## src/rtl/mc_pkg.sv

```systemverilog
// rtl/mc_pkg.sv - shared state codes, opcode/funct constants and ALU codes for the multicycle controller
//
// Purpose: single source of truth for encodings used by multicycle_controller
//          and alu_decoder.
// Ports:   none (package).

package mc_pkg;

    // Controller state codes; 12-15 are unused and recover to FETCH.
    typedef enum logic [3:0] {
        S_FETCH    = 4'd0,
        S_DECODE   = 4'd1,
        S_MEM_ADDR = 4'd2,
        S_MEM_RD   = 4'd3,
        S_MEM_WB   = 4'd4,
        S_MEM_WR   = 4'd5,
        S_R_EX     = 4'd6,
        S_R_WB     = 4'd7,
        S_BRANCH   = 4'd8,
        S_JUMP     = 4'd9,
        S_ADDI_EX  = 4'd10,
        S_ADDI_WB  = 4'd11
    } state_t;

    // Opcodes (instruction[31:26])
    localparam logic [5:0] OP_RTYPE = 6'b000000;
    localparam logic [5:0] OP_LW    = 6'b100011;
    localparam logic [5:0] OP_SW    = 6'b101011;
    localparam logic [5:0] OP_BEQ   = 6'b000100;
    localparam logic [5:0] OP_J     = 6'b000010;
    localparam logic [5:0] OP_ADDI  = 6'b001000;

    // R-type funct codes (instruction[5:0])
    localparam logic [5:0] FN_ADD = 6'b100000;
    localparam logic [5:0] FN_SUB = 6'b100010;
    localparam logic [5:0] FN_AND = 6'b100100;
    localparam logic [5:0] FN_OR  = 6'b100101;
    localparam logic [5:0] FN_SLT = 6'b101010;

    // ALU operation codes
    localparam logic [2:0] ALU_ADD = 3'b000;
    localparam logic [2:0] ALU_SUB = 3'b001;
    localparam logic [2:0] ALU_AND = 3'b010;
    localparam logic [2:0] ALU_OR  = 3'b011;
    localparam logic [2:0] ALU_SLT = 3'b100;

    // ALU B operand select
    localparam logic [1:0] SRCB_REG    = 2'b00;
    localparam logic [1:0] SRCB_FOUR   = 2'b01;
    localparam logic [1:0] SRCB_IMM    = 2'b10;
    localparam logic [1:0] SRCB_IMM_SL = 2'b11;

    // PC source select
    localparam logic [1:0] PCSRC_ALU    = 2'b00;
    localparam logic [1:0] PCSRC_ALUOUT = 2'b01;
    localparam logic [1:0] PCSRC_JUMP   = 2'b10;

endpackage

```

## src/rtl/alu_decoder.sv

```systemverilog
// rtl/alu_decoder.sv - combinational R-type funct to ALU operation decoder
//
// Purpose: maps an R-type funct field to the ALU operation code and flags
//          funct values the datapath does not support.
// Ports:
//   funct   in  6  instruction[5:0]
//   alu_op  out 3  decoded ALU operation (ALU_ADD when not valid)
//   valid   out 1  1 = funct is a supported R-type operation

import mc_pkg::*;

module alu_decoder (
    input  logic [5:0] funct,
    output logic [2:0] alu_op,
    output logic       valid
);

    always_comb begin
        alu_op = ALU_ADD;
        valid  = 1'b1;
        case (funct)
            FN_ADD:  alu_op = ALU_ADD;
            FN_SUB:  alu_op = ALU_SUB;
            FN_AND:  alu_op = ALU_AND;
            FN_OR:   alu_op = ALU_OR;
            FN_SLT:  alu_op = ALU_SLT;
            default: valid  = 1'b0;
        endcase
    end

endmodule

```

## src/rtl/multicycle_controller.sv

```systemverilog
// rtl/multicycle_controller.sv - multicycle MIPS-subset control FSM
//
// Purpose: sequences FETCH/DECODE/execute/writeback for R-type, lw, sw, beq,
//          j and addi; counts retired instructions and flags illegal encodings.
// Ports:
//   clk, rst            clock, async active-high reset
//   opcode, funct       instruction fields from IR
//   zero                comparator equality result
//   mem_ready           memory access completes this cycle
//   pc_write..pc_src    datapath controls (Moore, pc_write/ir_write also
//                       qualified by mem_ready/zero)
//   state               current state code
//   instr_count         retired-instruction count
//   illegal             sticky unsupported-instruction flag

import mc_pkg::*;

module multicycle_controller (
    input  logic        clk,
    input  logic        rst,
    input  logic [5:0]  opcode,
    input  logic [5:0]  funct,
    input  logic        zero,
    input  logic        mem_ready,
    output logic        pc_write,
    output logic        ir_write,
    output logic        i_or_d,
    output logic        mem_read,
    output logic        mem_write,
    output logic        reg_write,
    output logic        reg_dst,
    output logic        mem_to_reg,
    output logic        alu_src_a,
    output logic [1:0]  alu_src_b,
    output logic [2:0]  alu_op,
    output logic [1:0]  pc_src,
    output logic [3:0]  state,
    output logic [31:0] instr_count,
    output logic        illegal
);

    state_t      r_state;
    logic [31:0] r_instr_count;
    logic        r_illegal;
    logic [2:0]  r_rtype_op;     // R-type ALU op captured in DECODE for R_EX

    logic [2:0]  w_fn_alu_op;
    logic        w_fn_valid;

    alu_decoder u_alu_decoder (
        .funct  (funct),
        .alu_op (w_fn_alu_op),
        .valid  (w_fn_valid)
    );

    always_ff @(posedge clk or posedge rst) begin
        if (rst) begin
            r_state       <= S_FETCH;
            r_instr_count <= 32'd0;
            r_illegal     <= 1'b0;
            r_rtype_op    <= ALU_ADD;
        end else begin
            case (r_state)
                S_FETCH: begin
                    if (mem_ready) r_state <= S_DECODE;
                end
                S_DECODE: begin
                    r_rtype_op <= w_fn_alu_op;
                    case (opcode)
                        OP_RTYPE: begin
                            if (w_fn_valid) begin
                                r_state <= S_R_EX;
                            end else begin
                                r_state   <= S_FETCH;
                                r_illegal <= 1'b1;
                            end
                        end
                        OP_LW, OP_SW: r_state <= S_MEM_ADDR;
                        OP_BEQ:       r_state <= S_BRANCH;
                        OP_J:         r_state <= S_JUMP;
                        OP_ADDI:      r_state <= S_ADDI_EX;
                        default: begin
                            r_state   <= S_FETCH;
                            r_illegal <= 1'b1;
                        end
                    endcase
                end
                S_MEM_ADDR: begin
                    // Only lw/sw reach here; opcode is stable in IR.
                    r_state <= (opcode == OP_LW) ? S_MEM_RD : S_MEM_WR;
                end
                S_MEM_RD: begin
                    if (mem_ready) r_state <= S_MEM_WB;
                end
                S_MEM_WR: begin
                    if (mem_ready) begin
                        r_state       <= S_FETCH;
                        r_instr_count <= r_instr_count + 32'd1;
                    end
                end
                S_R_EX:    r_state <= S_R_WB;
                S_ADDI_EX: r_state <= S_ADDI_WB;
                S_MEM_WB, S_R_WB, S_BRANCH, S_JUMP, S_ADDI_WB: begin
                    r_state       <= S_FETCH;
                    r_instr_count <= r_instr_count + 32'd1;
                end
                default: r_state <= S_FETCH;
            endcase
        end
    end

    // Moore decode of datapath controls; pc_write/ir_write are suppressed
    // while rst is high because r_state already reads FETCH.
    always_comb begin
        pc_write   = 1'b0;
        ir_write   = 1'b0;
        i_or_d     = 1'b0;
        mem_read   = 1'b0;
        mem_write  = 1'b0;
        reg_write  = 1'b0;
        reg_dst    = 1'b0;
        mem_to_reg = 1'b0;
        alu_src_a  = 1'b0;
        alu_src_b  = SRCB_REG;
        alu_op     = ALU_ADD;
        pc_src     = PCSRC_ALU;
        case (r_state)
            S_FETCH: begin
                mem_read  = 1'b1;
                alu_src_b = SRCB_FOUR;
                ir_write  = mem_ready & ~rst;
                pc_write  = mem_ready & ~rst;
            end
            S_DECODE: begin
                alu_src_b = SRCB_IMM_SL;
            end
            S_MEM_ADDR, S_ADDI_EX: begin
                alu_src_a = 1'b1;
                alu_src_b = SRCB_IMM;
            end
            S_MEM_RD: begin
                mem_read = 1'b1;
                i_or_d   = 1'b1;
            end
            S_MEM_WB: begin
                reg_write  = 1'b1;
                mem_to_reg = 1'b1;
            end
            S_MEM_WR: begin
                mem_write = 1'b1;
                i_or_d    = 1'b1;
            end
            S_R_EX: begin
                alu_src_a = 1'b1;
                alu_op    = r_rtype_op;
            end
            S_R_WB: begin
                reg_write = 1'b1;
                reg_dst   = 1'b1;
            end
            S_BRANCH: begin
                alu_src_a = 1'b1;
                alu_op    = ALU_SUB;
                pc_src    = PCSRC_ALUOUT;
                pc_write  = zero & ~rst;
            end
            S_JUMP: begin
                pc_src   = PCSRC_JUMP;
                pc_write = ~rst;
            end
            S_ADDI_WB: begin
                reg_write = 1'b1;
            end
            default: begin
            end
        endcase
    end

    assign state       = r_state;
    assign instr_count = r_instr_count;
    assign illegal     = r_illegal;

endmodule
```

## config.mk

```make
export PLATFORM = sky130hd
export DESIGN_NAME = multicycle_controller
export DESIGN_NICKNAME = d
export VERILOG_FILES = /design/src/rtl/mc_pkg.sv /design/src/rtl/alu_decoder.sv /design/src/rtl/multicycle_controller.sv
export SDC_FILE = /design/constraint.sdc
export NUM_CORES = 1
export LEC_CHECK = 0
export CAP_MARGIN = 10
export CORE_ASPECT_RATIO = 1.2
export CORE_UTILIZATION = 48
export CTS_BUF_LIST = sky130_fd_sc_hd__clkbuf_4
export DETAILED_ROUTE_END_ITERATION = 10
export PLACE_DENSITY = 0.89
export RECOVER_POWER = 100
export SYNTH_ARGS = -nofsm -noshare
export SYNTH_HDL_FRONTEND = slang
export SYNTH_HIERARCHICAL = 1
export SYNTH_SLANG_ARGS = --single-unit
export TNS_END_PERCENT = 30
```

## constraint.sdc

```tcl
create_clock -name clk -period 2.3 [get_ports clk]
set_input_delay 0.69 -clock clk [delete_from_list [all_inputs] [get_ports clk]]
set_output_delay 0.69 -clock clk [all_outputs]
set_load 0.1 [all_outputs]
```

==> qor.yml <==
grt_max_degree: 17
fmax_ghz: 0.393
core_um2: 4360
arrival_ns: 1.85
dr.pass1.iters: 5
cp-startpoint: "state[3]"
p_sw_share_pct: 43.5
ys.flop_type: "dfrtp_1"
antenna_found_initial: 0
port_buffers: 68
layout_common_cells: "61 x buf_4, 36 x dfrtp_1, 27 x buf_12, 26 x nand2_1, 18 x xor2_1"
violations: "negative setup slack"
reg2reg_setup_slack_ns: -0.16
rsz0062_at_grt: "true"
cp.required_ns: 1.61
multi_input_area_um2: 1480
placed_cell_area_um2: 3550
synthArstFlopShare_pct: 100
p_per_area_nw_per_um2: 527
place_hpwl_mm: 4.97
min_from: "instr_count[15]"
layout.nets: 373
area.growth.synth_to_final_pct: 76.9
yosys_warnings: 6
start_util_pct: 51.2
place_inst: 383
grt-ovfl-total: 0
boundaryPins: 69
via_per_inst: 6.52
ant_nets: 0
end_kind: "output port"
grt_pass1_vias: 2581
finalSetupTns_ns: -2.53
cts_hold_buf: 0
rr_worst_depth: 8
routabilityCongestion: 0.894
cp_max_fo: 5
design.die.area_um2: 4930
drive_above_1_share_pct: 45.4
finalMaxSlewViolations: 0
max-cap-violations: 0
cts_tree: "yes"
hold_depth: 1
hold_viol: 0
syn_inst: 239
min_to: "instr_count[15]"
setup_ws_ns: -0.245
status: "finished, violations left"
first_iter_violations: 359
clk_pin_slew_ns: 0.13
clock_latency_ns: 0.38
max-clock-path-buffers: 2
pwr-share-seq_pct: 38.6
path_class: "reg2out"
fp.dieW_um: 64.3
wl_per_cell_um: 24.4
clock_skew_ns: 0.0181
critPathLaunchType: "flop"
min_period_over_period_pct: 111
layout_commonest_cell: "buf_4"
drc: 0
diodes: 0
r2r-end: "instr_count[31]"
tightest_slew_ns: 0.901
fin_area_um2: 3950
synth_seq_cells: 40
leakage_nw: 1.75
placementRows: 26
die_h_um: 76.7
track_usage_pct: 36.5
yosysSeqAreaShare_pct: 44.8
stdcell_count: 413
clk_root_buffer_cell: "clkbuf_4"
vdd_drop_max_mv: 0.532
cts_buffers: 5
synth_nets: 256
synth_edf_count: 0
p_comb_share_pct: 42.3
switchingPower_mw: 0.906
r2r_start: "state[0]"
syn_area_um2: 2230
vias: 2693
fillers: 169
synth_area_per_cell_um2: 9.34
setup_viol: 20
relSlewSlack_pct: 40.0
ys_types: 44
grt_first_pass_wirelength_mm: 13.6
pwr-share-clk_pct: 19.1
pre_cts_slack_ns: -0.581
finalCriticalPeriod_ns: 2.54
area.sequential_um2: 1020
wirelength_mm: 10.1
clkSinkCount: 40
p_int_mw: 1.18
hold_class: "reg2reg"
h-tree-depth: 2
stage by stage:
step | total power, mW | utilization (%) | hold slack, ns
4_1_cts | 1.98 | 88.2 | 0.487
6_report | 2.08 | 90.6 | 0.509
3_3_place_gp | 1.55 | 81.5 | 0.460
5_1_grt | 2.11 | 90.6 | 0.524
2_1_floorplan | 1.29 | - | 0.439
3_5_place_dp | 1.56 | 81.5 | 0.471
cell usage after synthesis, types with 2 or more instances:
library cell	number	share of area [%]
nor2_1	17	2.9
xor2_1	18	7.1
mux2_2	2	1.0
a21oi_1	4	0.90
nand2_1	30	5.0
nand2b_1	5	1.4
nand3_1	14	3.1
inv_1	9	1.5
and2_1	3	0.84
a2111oi_0	2	0.78
dfrtp_1	40	45
nor3_1	18	4.0
nor4_1	10	2.8
nand4_1	5	1.4
clkbuf_1	5	0.84
xnor2_1	15	5.9
nor2b_1	2	0.56
and4_1	4	1.6
a31o_2	3	1.2
o21ai_0	9	2.0
routing by layer:
metal  track usage [%]  share of wire (%)  vias up
li1                  -                  -     1091
met1              42.5                 35     1286
met2              60.4                 49      245
met3              8.78                9.3       71
met4              20.7                7.0        0
met5                 0                  0        -
cell families after synthesis:
kind of cell	synth area share, %
flip-flops	44.8
XOR/XNOR	12.9
adder cells (fa/ha/maj)	0.560
multiplexers	1.01
buffers and inverters	2.58
AO/OA/AOI/OAI	8.35
AND/OR/NAND/NOR	29.7
state kept, by name (all words and copies together), names as in the netlist:
| name | flops |
|---|---|
| illegal | 1 |
| instr_count | 32 |
| r_rtype_op | 3 |
| state | 4 |
power groups by stage:
stage	Combinational, mW	Sequential [mW]	Clock, mW
4_1_cts	0.811	0.792	0.379
6_report	0.881	0.804	0.397
3_3_place_gp	0.733	0.813	0
2_1_floorplan	0.250	1.04	0
3_5_place_dp	0.749	0.813	0
5_1_grt	0.894	0.804	0.417
worst max-delay path, stage by stage (launching register included):
cell and delay, ns:
dfrtp_4 0.55, nor2_4 0.15, nand2_4 0.08, buf_6 0.13
nor4_4 0.34, buf_12 0.22
area by class of cell:
| type | count | area share, % |
|---|---|---|
| timing repair buffer | 116 | 32.3 |
| inverter | 9 | 1.20 |
| tap | 56 | 1.77 |
| sequential | 40 | 25.7 |
| multi-input combinational | 184 | 37.5 |
| clock inverter | 1 | 0.0951 |
| clock buffer | 7 | 1.33 |
worst max-delay path by stage:
stage | cells past startpoint | slack [ns] | end
floorplan | 4 | -0.66 | pc_write
global placement | 7 | -0.51 | instr_count[31]
detailed placement | 7 | -0.58 | instr_count[30]
CTS | 5 | -0.16 | ir_write
global route | 5 | -0.27 | ir_write
finish | 5 | -0.24 | ir_write
what timing repair did:
action | in CTS | in global routing
gates cloned | 0 | 0
pin swaps | 9 | 10
setup endpoints to repair | 37 | 23
gates resized for setup | 26 | 19
setup buffers | 19 | 3
(Power assumes the default switching activity.)
